### src/rtl/nested_sum_fsm.sv
// Nested-loop accumulator FSM: for i in [I_INIT, I_MAX) and j in [0, i), k += (i-j).
// Optional macro NESTED_SUM_SAT_EN: saturate k at 2^W-1 and set sticky ovf; otherwise k wraps.
module nested_sum_fsm #(
  parameter int unsigned W      = 11,
  parameter int unsigned I_MAX  = 60,
  parameter int unsigned K_CAP  = 2000,
  parameter int unsigned K_INIT = 1,
  parameter int unsigned I_INIT = 1
) (
  input  logic         clk_i,
  input  logic         rst_i,
  input  logic         en_i,
  input  logic         restart_i,
  output logic [2:0]   turn_o,
  output logic [W-1:0] k_o,
  output logic [W-1:0] i_o,
  output logic [W-1:0] j_o,
  output logic         done_o,
  output logic         halted_o,
  output logic         ovf_o
);

  localparam logic [2:0] S_CHECK = 3'd0;
  localparam logic [2:0] S_INNER = 3'd1;
  localparam logic [2:0] S_INC   = 3'd2;
  localparam logic [2:0] S_DONE  = 3'd3;

  localparam logic [W-1:0] K_INIT_W = W'(K_INIT);
  localparam logic [W-1:0] I_INIT_W = W'(I_INIT);
  localparam logic [W:0]   K_CAP_X  = (W+1)'(K_CAP);
  localparam logic [W:0]   I_MAX_X  = (W+1)'(I_MAX);
  localparam logic         HALT_INIT = ({1'b0, K_INIT_W} >= K_CAP_X);

  logic [2:0]   turn_q, turn_d;
  logic [W-1:0] k_q, k_d;
  logic [W-1:0] i_q, i_d;
  logic [W-1:0] j_q, j_d;
  logic         done_q, done_d;
  logic         halted_q, halted_d;
  logic         ovf_q, ovf_d;

  logic [W-1:0] diff;
  logic [W-1:0] k_add;
  logic         add_ovf;
  logic         frozen;
  logic         step;

  // Only consumed when j < i, so the subtraction never underflows.
  assign diff = i_q - j_q;

`ifdef NESTED_SUM_SAT_EN
  logic [W:0] sum_wide;
  assign sum_wide = {1'b0, k_q} + {1'b0, diff};
  assign k_add    = sum_wide[W] ? {W{1'b1}} : sum_wide[W-1:0];
  assign add_ovf  = sum_wide[W];
`else
  assign k_add    = k_q + diff;
  assign add_ovf  = 1'b0;
`endif

  assign frozen = ({1'b0, k_q} >= K_CAP_X);
  assign step   = en_i && !frozen;

  always_comb begin
    turn_d = turn_q;
    k_d    = k_q;
    i_d    = i_q;
    j_d    = j_q;
    ovf_d  = ovf_q;
    if (step) begin
      case (turn_q)
        S_CHECK: begin
          // j is cleared only on entry to INNER; DONE keeps the last inner index visible.
          if ({1'b0, i_q} < I_MAX_X) begin
            turn_d = S_INNER;
            j_d    = '0;
          end else begin
            turn_d = S_DONE;
          end
        end
        S_INNER: begin
          if (j_q < i_q) begin
            k_d   = k_add;
            j_d   = j_q + W'(1);
            ovf_d = ovf_q | add_ovf;
          end else begin
            turn_d = S_INC;
          end
        end
        S_INC: begin
          i_d    = i_q + W'(1);
          turn_d = S_CHECK;
        end
        default: ;
      endcase
    end
    done_d   = (turn_d == S_DONE);
    halted_d = ({1'b0, k_d} >= K_CAP_X);
  end

  always_ff @(posedge clk_i) begin
    if (rst_i || restart_i) begin
      turn_q   <= S_CHECK;
      k_q      <= K_INIT_W;
      i_q      <= I_INIT_W;
      j_q      <= '0;
      done_q   <= 1'b0;
      halted_q <= HALT_INIT;
      ovf_q    <= 1'b0;
    end else begin
      turn_q   <= turn_d;
      k_q      <= k_d;
      i_q      <= i_d;
      j_q      <= j_d;
      done_q   <= done_d;
      halted_q <= halted_d;
      ovf_q    <= ovf_d;
    end
  end

  assign turn_o   = turn_q;
  assign k_o      = k_q;
  assign i_o      = i_q;
  assign j_o      = j_q;
  assign done_o   = done_q;
  assign halted_o = halted_q;
  assign ovf_o    = ovf_q;

endmodule

### config.mk
export PLATFORM = sky130hd
export DESIGN_NAME = nested_sum_fsm
export DESIGN_NICKNAME = d
export VERILOG_FILES = /design/src/rtl/nested_sum_fsm.sv
export SDC_FILE = /design/constraint.sdc
export NUM_CORES = 1
export LEC_CHECK = 0
export BUFFER_PORTS_ARGS = -buffer_cell sky130_fd_sc_hd__buf_2
export CAP_MARGIN = 20
export CORE_MARGIN = 5
export CORE_UTILIZATION = 57
export DETAILED_ROUTE_END_ITERATION = 10
export PLACE_DENSITY = 0.79
export REMOVE_ABC_BUFFERS = 1
export SYNTH_ARGS = -nofsm -noshare
export SYNTH_HDL_FRONTEND = slang
export SYNTH_SLANG_ARGS = --single-unit
export TNS_END_PERCENT = 50
### constraint.sdc
create_clock -name clk_i -period 3.2 [get_ports clk_i]
set_clock_uncertainty 0.05 [all_clocks]
set_input_delay 0.48 -clock clk_i [delete_from_list [all_inputs] [get_ports clk_i]]
set_output_delay 0.48 -clock clk_i [all_outputs]
set_load 0.02 [all_outputs]
==> run metrics, run 1 <==
status=complete, no violations; Setup CP Type=reg2reg; first-pass GRT wire length=11700 microns; die width=79.4 microns; fmax=338 MHz; total CTS buffers=5; drt wl/cell=16.0 microns; largest net degree at the start of global routing=24; CP arrival=3080 ps; placed wire-length estimate=5330 microns; Place WS=77.4 ps; RSZ-0062 raised after global routing=false; Die Y=79.4 microns; full die area=6310 sq um; Starting Density=58.6%; most common cell in the netlist=inv_1; Antenna Cells=0; CP Max Fanout=3; number of buffers on the longest clock path=2; syn_area_per_cell=8.35 sq um; register area share after synthesis=27.7%; Total GRT Usage=23.7%; power per cell area=291 nW/um^2; Worst slew margin=58.7%; clk_lat worst skew=290 ps; Final Max Slew Viols=0; nets=415; ratio of cells with drive above 1 in the final layout=17.5%; CP bufs+invs=2; vias in the first global route=2520; vias per inst=5.96; Setup WS post-layout=244 ps; leakage=0.00140 uW; Hold Crit Class=in2reg; setup bufs post-CTS=0; # clock sinks=38; I/O Buffers=41; Setup TNS Final=0 ps; Mapped Area=2750 sq um; Tcrit/Tclk final=92.4%; Fill cells=408; largest stage delay on the critical path=530 ps; CTS root buf=clkbuf_8; DRT antenna net count=0; H-tree Lvls=2; routability cong.=0.899; setup violators final=0; CP cell instances=inv_1 > fa_1 > inv_1 > fa_1 > a211oi_2 > o21ai_1 > a2111o_1 > and4_1 > a211oi_2 > nor4b_1; area leader, netlist=dfxtp_1; initial antenna violation count=0; IO Count=43; # rows=25; hold slack=446 ps; synth unique cells=52; drt pass-1 iters=4; Residual DRC=0; CP Capture Type=register; FFs w/ async S/R, synth=0%; crit start category=register; share of the synthesized area in the top cell type=27.7%; via count=2576; Synth top cells by count=inv_1, dfxtp_1, a21oi_1; CTS tree=built; Synth-to-Final Area Change=14.1%; worst slew pin tran=615 ps; Yosys warning count=0; hold_buf cts=0; synthesized instance count=329; maximum VDD drop=325 uV; Slowest cell on crit path=fa_1; grt total ovfl=0; core box area=4690 sq um; Initial DRC Count=249; post-cts resize count=0; ys flop type=dfxtp_1; worst endpoint required time=3320 ps; Post-synth EDFFs=0; max_cap viols=0; DRT Wirelength=6910 microns; Synth area leaders=dfxtp_1, ha_1, fa_1; final hold violation count=0; fin crit period=2960 ps; clock slew seen by the registers of the worst setup and hold paths=80 ps; synthesized flop and latch total=38; Crit path max-delay family=compound AO/OA/AOI/OAI gates
-- area by class of cell --
| class | instances | area, sq um | area share, % |
|---|---|---|---|
| Clock buffer | 6 | 82.6 | 2.63 |
| Clock inverter | 2 | 12.5 | 0.399 |
| Inverter | 42 | 158 | 5.03 |
| Multi-Input combinational cell | 241 | 1790 | 57.1 |
| Sequential cell | 38 | 761 | 24.3 |
| Tap cell | 54 | 67.6 | 2.15 |
| Timing Repair Buffer | 49 | 265 | 8.46 |
-- kinds of logic after synthesis --
family                   count (synthesis)  synth area share, %
AND/OR/NAND/NOR                        104                 18.8
multiplexers                             3                 1.09
AO/OA/AOI/OAI                           80                 20.0
flip-flops                              38                 27.7
XOR/XNOR                                19                 6.56
other                                    1                0.136
buffers and inverters                   50                 7.56
adder cells (fa/ha/maj)                 34                 18.2
-- tightest hold or removal path, cell delays in order --
cell and delay, ps:
buf_2 80, nor2_1 100, nand2_1 80
-- metal layers --
layer,track usage [%],part of all wire [%]
met4,10.1,2.8
met3,4.29,7.1
met2,38.4,47
met5,0,0
met1,30.7,43
-- cells in the final DEF (no fill, tap or decap), types with 6 or more instances in the layout --
cell      count
nand3_1      15
nor3_1       10
buf_4         8
xnor2_1      16
clkbuf_8      6
buf_2        41
ha_1         24
nor2_1       28
nand2_1      21
dfxtp_1      38
fa_1         10
a21o_1        6
a21oi_1      31
inv_1        42
-- power by group --
part,switching (uW),leakage [uW],total [uW],internal [uW]
clock network,175,0.0000472,348,173
logic,55.4,0.00104,86.0,30.6
registers,3.31,0.000306,478,475
-- path summary, 6_finish.rpt --
check / cells after the start / slack [ps] / startpoint / to
worst min-delay path: 3 / 450 / rst_i / k_o[0]
worst min register to register: 1 / 460 / turn_o[2] / done_o
worst max-delay path: 10 / 240 / k_o[1] / halted_o
worst max register to register: 10 / 240 / k_o[1] / halted_o
-- registers in the layout (all words and copies together) (netlist names) --
signal and cells:
i_o 11, done_o 1, turn_o 3, j_o 11, k_o 11, halted_o 1
-- per-stage QoR --
stage | power [uW] | instances | area [sq um] | utilization [%]
floorplan | 548 | 321 | 2700 | -
global placement | 571 | 424 | 3030 | 64.6
detailed placement | 573 | 424 | 3030 | 64.6
CTS | 925 | 432 | 3130 | 66.6
global route | 955 | 432 | 3140 | 66.8
finish | 913 | 432 | 3140 | 66.8
(Power assumes the default switching activity.)
==> run 2: changes to the inputs <==
--- a/config.mk
+++ b/config.mk
@@ -8,9 +8,9 @@
 export BUFFER_PORTS_ARGS = -buffer_cell sky130_fd_sc_hd__buf_2
 export CAP_MARGIN = 20
 export CORE_MARGIN = 5
-export CORE_UTILIZATION = 57
+export CORE_UTILIZATION = 60
 export DETAILED_ROUTE_END_ITERATION = 10
-export PLACE_DENSITY = 0.79
+export PLACE_DENSITY = 0.83
 export REMOVE_ABC_BUFFERS = 1
 export SYNTH_ARGS = -nofsm -noshare
 export SYNTH_HDL_FRONTEND = slang
==> constraint.sdc (replaced) <==
create_clock -name clk_i -period 3.8 [get_ports clk_i]
set_clock_uncertainty 0.05 [all_clocks]
set_input_delay 0.57 -clock clk_i [delete_from_list [all_inputs] [get_ports clk_i]]
set_output_delay 0.57 -clock clk_i [all_outputs]
set_load 0.02 [all_outputs]
==> run metrics, run 2 (synthesized netlist as in run 1, its figures left out) <==
DRT antenna net count=0 (unchanged); placed wire-length estimate=5080 microns (-4.7%); power per cell area=250 nW/um^2 (-14%); Setup CP Type=reg2reg; H-tree Lvls=2 (unchanged); leakage=0.00136 uW (-2.4%); crit start category=register; commonest non-fill, non-tap cell in the layout=inv_1; Combinational Power Share=9.1% (-0.3 points); routability cong.=0.912 (+1.5%); largest net degree at the start of global routing=24 (unchanged); CTS tree=built; placed cell area=2980 sq um (-1.6%); Tcrit/Tclk final=84.5% (-7.8 points); met2 usage=37.1% (-1.3 points); setup violators final=0 (unchanged); drt wl/cell=15.3 microns (-4.2%); global routing's busiest layer=met2; IO Count=43 (unchanged); CP Max Fanout=4 (+1); Antenna Cells=0 (unchanged); Synth-to-Final Area Change=12.0%; setup bufs post-CTS=0 (unchanged); Starting Density=62.7% (+4.1 points); number of buffers on the longest clock path=2 (unchanged); Int Power=571 uW (-16%); clock power share=38.5% (+0.3 points); fmax=311 MHz (-8.0%); vias per inst=5.97 (about the same); maximum VDD drop=217 uV (-33%); worst endpoint required time=3920 ps (+600 ps); vias in the first global route=2417 (-4.1%); ratio of cells with drive above 1 in the final layout=15.6% (-1.9 points); clk_lat worst skew=300 ps (about the same); Hold Crit Class=reg2reg; hold slack=453 ps (+6.58 ps); Residual DRC=0 (unchanged); CP Capture Type=register; Final Max Slew Viols=0 (unchanged); most frequent cells in the layout=inv_1, buf_2, dfxtp_1, a21oi_1, nor2_1; hold_buf cts=0 (unchanged); die width=77.7 microns (-2.2%); # rows=24 (-4.0%); clock slew seen by the registers of the worst setup and hold paths=70 ps (about the same); CTS root buf=clkbuf_8; post-cts resize count=0 (unchanged); Total GRT Usage=23.0% (-0.65 points); total CTS buffers=5 (unchanged); Initial DRC Count=163 (-35%); core box area=4380 sq um (-6.6%); via count=2530 (-1.8%); # clock sinks=38 (unchanged); max_cap viols=0 (unchanged); Fill cells=365 (-11%); met3 Usage GRT=3.59% (-0.70 points); Sw Share=25.8% (+0.16 points); first-pass GRT wire length=11400 microns (-2.8%); worst slew pin tran=578 ps (-37.0 ps); drt pass-1 iters=4 (unchanged); Die Y=77.7 microns (-2.2%); I/O Buffers=41 (unchanged); initial antenna violation count=0 (unchanged); Worst slew margin=61.2% (+2.5 points); Psw=198 uW (-15%); RSZ-0062 raised after global routing=false; fin crit period=3210 ps (+256 ps); DRT Wirelength=6490 microns (-6.0%); Seq pwr share=52.4% (about the same); R2R Setup Slk=590 ps (+340 ps); final hold violation count=0 (unchanged); status=complete, no violations; nets=409 (-1.4%); grt total ovfl=0 (unchanged); full die area=6030 sq um (-4.4%); CP arrival=3330 ps (+250 ps); met1 usage=31.4% (+0.63 points); design area=3080 sq um (-1.8%); Setup TNS Final=0 ps (unchanged)
-- run 2: changes by cell type in the layout (fill, tap and decap cells not counted) --
| cell | before | now |
|---|---|---|
| buf_4 | 8 | 2 |
| a211oi_1 | 2 | 4 |
| a211oi_2 | 3 | 1 |
| o21ai_0 | 5 | 6 |
| o21ai_1 | 2 | 1 |
-- run 2: power groups by stage --
stage	Clock, uW	Combinational [uW]	Sequential, uW
final	296	69.6	403
after floorplan	0	47.3	414
after global placement	0	67.2	412
after CTS	304	68.9	403
after detailed placement	0	68.2	412
after global routing	327	78.0	403
-- run 2: final timing paths --
| path | startpoint | to | depth (start not counted) |
|---|---|---|---|
| setup reg to reg | i_o[1] | halted_o | 10 |
| hold / removal | turn_o[2] | done_o | 1 |
| hold reg to reg | turn_o[2] | done_o | 1 |
| setup / recovery | i_o[1] | halted_o | 10 |
-- run 2: stage by stage --
stage | cells | worst slack, ps | power [uW] | utilization (%)
finish | 424 | 587 | 769 | 70.2
global route | 424 | 418 | 809 | 70.2
CTS | 424 | 599 | 776 | 70.2
detailed placement | 416 | 616 | 481 | 68.0
global placement | 416 | 713 | 479 | 68.0
floorplan | 321 | 712 | 462 | -
-- run 2: worst max-delay path, cell delays in order (launching register included) --
cell and delay [ps]:
dfxtp_1 380, inv_1 100, fa_1 510, inv_1 70, fa_1 480, a211oi_1 330
o21ai_0 250, a2111o_1 420, and4_1 180, a211oi_1 230, nor4b_1 90
-- run 2: routing by layer --
layer,share of wire [%],wire length (microns)
met4,1.6,105
met2,46,2980
met1,45,2940
met5,0,0
met3,7.3,473
-- run 2: cell type report --
| cell class | count | area, sq um | area share, % |
|---|---|---|---|
| sequential | 38 | 761 | 24.7 |
| timing repair buffer | 43 | 220 | 7.15 |
| multi-input combinational | 241 | 1780 | 57.8 |
| clock inverter | 2 | 12.5 | 0.407 |
| tap | 52 | 65.1 | 2.11 |
| clock buffer | 6 | 82.6 | 2.68 |
| inverter | 42 | 158 | 5.12 |
